<file path="config.mk">
export PLATFORM = sky130hd
export DESIGN_NAME = note_controller
export DESIGN_NICKNAME = d
export VERILOG_FILES = /design/src/rtl/note_controller.sv
export SDC_FILE = /design/constraint.sdc
export NUM_CORES = 1
export LEC_CHECK = 0
export BUFFER_PORTS_ARGS = -buffer_cell sky130_fd_sc_hd__buf_2
export CORE_MARGIN = 5
export CORE_UTILIZATION = 43
export CTS_CLUSTER_SIZE = 16
export DETAILED_ROUTE_END_ITERATION = 12
export GPL_ROUTABILITY_DRIVEN = 0
export GPL_TIMING_DRIVEN = 0
export PLACE_DENSITY = 0.65
export SYNTH_ARGS = -nofsm -noshare
export SYNTH_HDL_FRONTEND = slang
export SYNTH_HIERARCHICAL = 1
export SYNTH_SLANG_ARGS = --single-unit
</file>
<file path="constraint.sdc">
create_clock -name clk -period 6.6 [get_ports clk]
set_input_delay 0.99 -clock clk [delete_from_list [all_inputs] [get_ports clk]]
set_output_delay 0.99 -clock clk [all_outputs]
set_load 0.01 [all_outputs]
</file>
<file path="src/rtl/note_controller.sv">
// Keyboard note controller: synchronizes and debounces 13 keys and two buttons,
// picks the lowest pressed key, and gates it through a small retrigger FSM.

module note_debounce #(
  parameter int          W  = 1,
  parameter logic [15:0] DB = 16'd10000
) (
  input  logic         clk,
  input  logic         n_rst,
  input  logic [W-1:0] raw,
  output logic [W-1:0] stable
);
  logic [W-1:0] s1, s2, prev;
  logic [15:0]  cnt;

  // prev tracks the last synchronized value; it must hold DB cycles before acceptance
  always_ff @(posedge clk) begin
    if (!n_rst) begin
      s1     <= '0;
      s2     <= '0;
      prev   <= '0;
      cnt    <= '0;
      stable <= '0;
    end else begin
      s1 <= raw;
      s2 <= s1;
      if (s2 != prev) begin
        prev <= s2;
        cnt  <= '0;
      end else if (cnt != DB - 16'd1) begin
        cnt <= cnt + 16'd1;
      end else begin
        stable <= prev;
      end
    end
  end
endmodule

module note_controller #(
  parameter logic [15:0] DB_CYCLES = 16'd10000
) (
  input  logic        clk,
  input  logic        n_rst,
  input  logic [12:0] keys,
  input  logic        pb_mode,
  input  logic        pb_sound,
  output logic [3:0]  note,
  output logic        gate,
  output logic        note_on,
  output logic        note_off,
  output logic [1:0]  mode,
  output logic        sound
);
  typedef enum logic [1:0] {IDLE, HOLD, RETRIG} state_t;

  logic [12:0] stable_keys;
  logic        mode_db, sound_db, mode_db_d, sound_db_d;
  logic [3:0]  code;
  state_t      state, state_n;
  logic [3:0]  note_n;
  logic        gate_n, on_n, off_n;

  note_debounce #(.W(13), .DB(DB_CYCLES)) u_db_keys (
    .clk(clk), .n_rst(n_rst), .raw(keys), .stable(stable_keys));
  note_debounce #(.W(1), .DB(DB_CYCLES)) u_db_mode (
    .clk(clk), .n_rst(n_rst), .raw(pb_mode), .stable(mode_db));
  note_debounce #(.W(1), .DB(DB_CYCLES)) u_db_sound (
    .clk(clk), .n_rst(n_rst), .raw(pb_sound), .stable(sound_db));

  // Lowest key wins: scan downward so the last hit is the lowest index
  always_comb begin
    code = 4'hF;
    for (int i = 12; i >= 0; i--)
      if (stable_keys[i]) code = 4'(i);
  end

  always_comb begin
    state_n = state;
    note_n  = note;
    gate_n  = gate;
    on_n    = 1'b0;
    off_n   = 1'b0;
    case (state)
      IDLE: begin
        if (code != 4'hF) begin
          note_n  = code;
          gate_n  = 1'b1;
          on_n    = 1'b1;
          state_n = HOLD;
        end else begin
          note_n = 4'hF;
          gate_n = 1'b0;
        end
      end
      HOLD: begin
        if (code == 4'hF) begin
          note_n  = 4'hF;
          gate_n  = 1'b0;
          off_n   = 1'b1;
          state_n = IDLE;
        end else if (code != note) begin
          // note keeps the old value for the gate-low gap
          gate_n  = 1'b0;
          off_n   = 1'b1;
          state_n = RETRIG;
        end
      end
      RETRIG: begin
        if (code == 4'hF) begin
          note_n  = 4'hF;
          gate_n  = 1'b0;
          state_n = IDLE;
        end else begin
          note_n  = code;
          gate_n  = 1'b1;
          on_n    = 1'b1;
          state_n = HOLD;
        end
      end
      default: begin
        note_n  = 4'hF;
        gate_n  = 1'b0;
        state_n = IDLE;
      end
    endcase
  end

  always_ff @(posedge clk) begin
    if (!n_rst) begin
      state      <= IDLE;
      note       <= 4'hF;
      gate       <= 1'b0;
      note_on    <= 1'b0;
      note_off   <= 1'b0;
      mode       <= 2'd0;
      sound      <= 1'b0;
      mode_db_d  <= 1'b0;
      sound_db_d <= 1'b0;
    end else begin
      state      <= state_n;
      note       <= note_n;
      gate       <= gate_n;
      note_on    <= on_n;
      note_off   <= off_n;
      mode_db_d  <= mode_db;
      sound_db_d <= sound_db;
      if (mode_db && !mode_db_d)   mode  <= mode + 2'd1;
      if (sound_db && !sound_db_d) sound <= ~sound;
    end
  end
endmodule

</file>
=== Yosys cells after proc, flatten, opt, wreduce, memory -nomap -nowiden ===
Cells that the tools add are included.

* Flip-flop bits (word level): 122
* Input bits: 17

* $add $sub $neg: 4
* Equal/unequal tests: 14
* Mux-type cells: 30
* Bitwise operators: 8
* Reductions and logical operators: 13

{| class="wikitable"
|+ Operator list
! operator !! count
|-
| 4-bit 2-to-1 mux || 15
|-
| 16-bit by 1-bit adder with 16-bit output, second input constant || 3
|-
| 16-bit by 14-bit inequality test with 1-bit output, second input constant || 3
|-
| 13-bit inequality test || 1
|-
| 4-bit one-hot mux with 3 select lines || 1
|-
| 2-bit AND reduction || 5
|-
| 2-bit 2-to-1 mux || 4
|-
| 1-bit inverter || 8
|-
| 1-bit 2-to-1 mux || 7
|-
| 2-bit one-hot mux with 3 select lines || 1
|-
| 2-bit OR reduction || 3
|-
| 4-bit equality test, second input constant || 1
|-
| 2-bit inequality test, second input constant || 2
|-
| 4-bit inequality test || 1
|-
| 4-bit inequality test, second input constant || 1
|-
| 3-bit inequality test, second input constant || 1
|-
| 1-bit one-hot mux with 3 select lines || 1
|-
| 2-bit by 1-bit adder with 2-bit output, second input constant || 1
|-
| 2-bit by 1-bit equality test with 1-bit output, second input constant || 1
|-
| 2-bit equality test, second input constant || 1
|-
| 1-bit logical AND || 2
|-
| 1-bit logical NOT || 2
|-
| 2-bit logical NOT || 1
|-
| 1-bit inequality test || 2
|-
| 1-bit one-hot mux with 2 select lines || 1
|}

=== Longest topological paths before layout ===
* Word-level depth: 17
* Gate-level depth with buffers: 7
* Depth with buffers taken out: 6

=== By module ===
The synthesis kept the hierarchy.

{| class="wikitable"
|+ By module, submodules not included
! module !! instances !! cells each !! area each (sq um) !! sequential area each (sq um)
|-
| note_debounce (u_db_keys) || 1 || 240 || 2419.8 || 1361.3
|-
| note_debounce (u_db_mode ...) || 2 || 101 || 920.9 || 400.4
|-
| note_controller || 1 || 88 || 748.2 || 280.3
|}

=== Worst setup path after synthesis ===
No wires, ideal clock.

* Path kind: flip-flop to flip-flop
* Start point: reg u_db_keys.stable[9]
* End point: reg state[0]
* Arrival time: 1.955 ns
* Data required time: 6.484 ns
* Slack: 4.529 ns
* Cell stages (with the launch flop): 6
* Path buffers: 0
* Path through: dfxtp_1 or4_4 o221a_4 or4_4 and3b_4 a41o_1

* Longest elaborated chain between the ends: 13

{| class="wikitable"
|+ RTL lines
! item !! line !! RTL
|-
| start, declared || 11 || <nowiki>output logic [W-1:0] stable</nowiki>
|-
| start signal, assigned || 33 || <nowiki>stable <= prev;</nowiki>
|-
| 4-bit 2-to-1 mux * (10 in series) || 74 || <nowiki>if (stable_keys[i]) code = 4'(i);</nowiki>
|-
| 4-bit equality test, or another cell as far along || 96, 109 ||
|-
| 1-bit 2-to-1 mux, or another cell as far along || 109 || <nowiki>if (code == 4'hF) begin</nowiki>
|-
| 2-bit one-hot mux with 3 select lines or 2-bit AND reduction (tied branches) || -- ||
|-
| end signal, assigned || 140 || <nowiki>state <= state_n;</nowiki>
|-
| end, declared || 59 || <nowiki>state_t state, state_n;</nowiki>
|}

Every way passes the cells marked *; elsewhere a longest branch is shown, timed or not.
A chain may end at the register's enable or synchronous reset.

=== Final worst setup path ===
* Start point: reg u_db_keys.stable[0]
* End point: reg note[3]

* Longest elaborated chain between the ends: 4

{| class="wikitable"
|+ RTL lines
! item !! line !! RTL
|-
| 4-bit 2-to-1 mux * || 74 ||
|-
| 4-bit equality test or 4-bit inequality test (tied branches) || 96, 109, 85 ||
|-
| 4-bit 2-to-1 mux (on tied branches) || 109, 85 ||
|-
| 4-bit one-hot mux with 3 select lines || 83 || <nowiki>case (state)</nowiki>
|-
| end signal, assigned || 141 || <nowiki>note <= note_n;</nowiki>
|-
| end, declared || 47 || <nowiki>output logic [3:0] note,</nowiki>
|}

Marked as above.

==> impl.org <==
** Yosys
- Synthesis instantiated between 50 and 60 different standard cells from the library.
- By count the netlist is led by dfxtp_1 (122), nand2_1 (62), and2_1 (52), nor2_1 (50), xnor2_1 (34).
- Sequential share of the synthesized area :: 0.488
- In the post-synthesis netlist, the biggest area contributors are dfxtp_1 (49%), and2_1 (6.5%), xnor2_1 (5.9%).
- Nets in the synthesized netlist :: 550
- The synthesized design contains 0 enable-type register cells.
- In the synthesized netlist the dominant register cell turns out to be dfxtp_1.
- Async SR Flop Fraction :: 0
- Area share of the largest cell type after synthesis :: 0.488
- Top cell type by total area after synthesis :: dfxtp_1
- Synthesis produced a netlist whose cell count is 530.
- Yosys printed 6 warnings.
- Leading cell type by number of instances after synthesis :: dfxtp_1
- Dividing the synthesized area by the synthesized cell count gives around 9.5 sq um.
- In this run, synthesis produced a sequential element count of 122.
- Summing every instance area after synthesis gives 0.00501 sq mm.

** Hold path
- Counting instances, the worst hold path has a depth of 1.
- The tightest min-delay check is of the reg2reg type.
- For hold timing, the worst endpoint is u_db_keys/s2[11].
- The worst hold path begins at u_db_keys/s1[11].

** Routing
- Routed via count :: 3638
- In the routed layout, each cell is associated on average with a via count of ~5.0.
- For this block, the initial DRC count from the detailed router was between 150 and 200.
- For this run, the detailed router's first-pass iteration total came to 4.
- Final wirelength :: between 8000 and 9000 um
- Residual DRC :: 0
- Count of antenna-violating nets left after detailed routing :: 0
- In the final routed layout, each cell accounts on average for around 12 um.

** Final layout
- Post-synthesis to final-layout area growth :: 18.4%
- Layout cell share with drive strength beyond 1 :: 0.145
- Total of fill cells in the finished design :: 1048
- The number of antenna diodes in the final layout is 0.
- Final-stage net count :: between 500 and 600

** Clock tree
- The later pin in the worst-skew pair is clocked with a latency of 0.41 ns.
- TritonCTS Buffers :: 17
- Number of cells upsized or downsized after cts :: 0
- The clock passes through at most 2 buffers.
- Clock-pin slew was measured on the worst setup and hold paths at about 0.050 ns.
- The H-tree generated during clock tree synthesis spans 4 levels.
- Setup fix buffers added after clock tree synthesis :: 0
- TritonCTS clock tree :: yes
- Number of buffers inserted for hold repair after clock tree synthesis :: 0
- Clock tree root driver cell :: clkbuf_16
- Sinks on the clock net :: about 120

** GRT
- Entering global routing, the biggest net connects 21 pins.
- The initial antenna violation count came to 0.
- The total overflow left after global routing is 0.
- The first global-routing pass estimated 15600 um of wire.
- In the global route stage, overall resource usage came out at 0.136.
- The number of global-route vias before repair came to approximately 3600.

** Setup path
- The endpoint identified for the worst register-to-register timing path is note[3].
- The critical path goes through clkbuf_1 -> nor4_1 -> nand3_1 -> o41ai_1 -> o22ai_1 -> nand2_1.
- Critical-path top delay cell :: o41ai_1
- The startpoint identified for the worst register-to-register timing path is u_db_keys/stable[0].
- WP buf/inv :: 1
- Path type of the worst setup path :: reg2reg
- Max stage delay on crit path :: approximately 0.67 ns
- Maximum fanout encountered on the critical timing path :: 8
- Measured in cells, the most critical reg-to-reg path has a length of 6.
- STA puts the critical path data required time at 6.95 ns.
- Startpoint kind of the worst setup timing path :: register
- Setup slack on the worst reg-to-reg path comes out at between 4 and 5 ns.
- Critical path capture point type :: register
- At the worst endpoint, the arrival time is 2.58 ns.
- On the critical path the largest part of the delay comes from compound AO/OA/AOI/OAI gates.

** Power and ir drop
- Sw Share :: 0.201
- In this run the power density over the cells is about 290 mW/mm^2.
- Summed over all nets, the switching power comes to ~350 uW.
- Comb pwr share :: 0.026
- Overall power consumption after layout is estimated at ~1.7 mW.
- Cell-internal power :: about 1.4 mW
- Across the VDD grid, the largest voltage drop is approximately 0.00022 V.
- Relative contribution of sequential cells to total power :: 0.436
- Portion of total power attributed to the clock network :: 0.538
- The analysis attributes to cell leakage a power of about 2.3 nW.

** Die
- The die covers 0.0139 sq mm.
- Core area :: around 0.011 sq mm
- For this design the top-level I/O count stands at 27.
- The die is 118 um tall.
- In this run the core area contains 39 standard-cell rows.
- Measured along the x axis, the die boundary spans 118 um.
- For this configuration, the core starts out at a cell density of 0.439.

** Timing
- On the final layout, the worst clock skew is about 0.0093 ns.
- The number of hold-slack violations in the final timing report was 0.
- The final count of pins violating max slew came to 0.
- Total of endpoints with negative setup slack in the final report :: 0
- Slew at the pin closest to its max-slew limit :: around 0.76 ns
- Max transition margin :: 0.488
- Of the available clock period, the critical path in the final layout requires 0.337.
- Top achievable clock speed :: around 450 MHz
- Setup total negative slack on the finished layout was measured at 0 ns.
- Final critical path time including I/O delays and setup :: around 2.2 ns
- Setup repair after global routing left no endpoint under its margin.

** Placement
- Input and output buffers added on the ports amount to 26.
- The wire-length estimate of the detail-placed layout is about 6400 um.

** Outcome
- The flow ran to the end, and the final reports show no timing, DRC or antenna violations.

** Job
- Count of maximum capacitance violations :: 0
-- final cells by class --
type | instances | area (sq um) | area share
sequential | 122 | 2440 | 0.412
multi-input combinational | 382 | 2450 | 0.412
buffer | 14 | 76.3 | 0.0129
clock inverter | 11 | 144 | 0.0243
clock buffer | 21 | 470 | 0.0793
tap | 143 | 179 | 0.0302
inverter | 12 | 45.0 | 0.00759
timing repair buffer | 26 | 130 | 0.0219
-- state kept, by name (all words and copies together), names as in the netlist, 2 cells and up --
name,count
u_db_keys/s1,13
state,2
u_db_mode/cnt,16
u_db_keys/stable,13
u_db_keys/s2,13
mode,2
u_db_keys/prev,13
note,4
u_db_keys/cnt,16
u_db_sound/cnt,16
-- cells by family after synthesis --
logic type	count (synthesis)	synth area share
buf+inv	26	0.0242
simple gates	270	0.299
fa+ha+maj	3	0.00749
xor+xnor	50	0.0874
compound gates	42	0.0604
mux	17	0.0340
flops	122	0.488
-- worst max path at each step --
| stage | from | cells past startpoint | endpoint | slack [ns] |
|---|---|---|---|---|
| 2_1_floorplan | u_db_keys/stable[9] | 5 | state[0] | 4.53 |
| 3_3_place_gp | n_rst | 5 | u_db_keys/stable[7] | 4.25 |
| 3_5_place_dp | n_rst | 5 | u_db_keys/stable[7] | 4.24 |
| 4_1_cts | u_db_keys/stable[0] | 6 | state[0] | 4.40 |
| 5_1_grt | u_db_keys/stable[0] | 6 | note[3] | 4.13 |
| 6_report | u_db_keys/stable[0] | 6 | note[3] | 4.37 |
-- cell usage in the layout, fill, tap and decap left out, types with 3 or more instances in the layout --
| master | instances |
|---|---|
| nor3_1 | 13 |
| o21ai_0 | 5 |
| nand2_1 | 62 |
| clkbuf_8 | 3 |
| nor3_2 | 3 |
| nor2_1 | 50 |
| a21oi_1 | 11 |
| bufinv_16 | 3 |
| nand2b_1 | 6 |
| nor4_1 | 7 |
| clkbuf_1 | 13 |
| nand4_1 | 8 |
| xnor2_1 | 34 |
| or3_1 | 8 |
| clkinv_2 | 3 |
| mux2i_1 | 17 |
| or4_4 | 5 |
| nand3_1 | 15 |
| clkbuf_16 | 17 |
| clkinvlp_4 | 4 |
| ha_1 | 3 |
| inv_1 | 12 |
| o22ai_1 | 3 |
| dfxtp_1 | 122 |
| buf_2 | 26 |
| xor2_1 | 16 |
| nor2b_1 | 8 |
| and2_1 | 52 |
| and3_1 | 10 |
-- metal layers --
layer,global-route usage,wire [um],vias up
li1,-,-,1896
met1,0.156,4140,1664
met2,0.219,4180,60
met3,0.0471,381,18
met4,0.0760,150,0
met5,0,0,-
-- power by group through the flow --
stage / Combinational (mW) / Sequential [mW] / Clock (mW)
after floorplan: 0.0319 / 0.774 / 0
after global placement: 0.0442 / 0.775 / 0
after detailed placement: 0.0457 / 0.776 / 0
after CTS: 0.0458 / 0.760 / 0.959
after global routing: 0.0518 / 0.761 / 0.996
final: 0.0450 / 0.760 / 0.937
-- stage by stage --
step	util	hold slack, ns	worst slack (ns)	cell area [sq um]	cells
final	0.520	0.429	4.37	5930	731
after global routing	0.520	0.436	4.13	5930	731
after CTS	0.520	0.430	4.40	5930	731
after detailed placement	0.466	0.417	4.24	5320	699
after global placement	0.466	0.417	4.25	5320	699
after floorplan	-	0.412	4.53	5010	530
(Power assumes the default switching activity.)
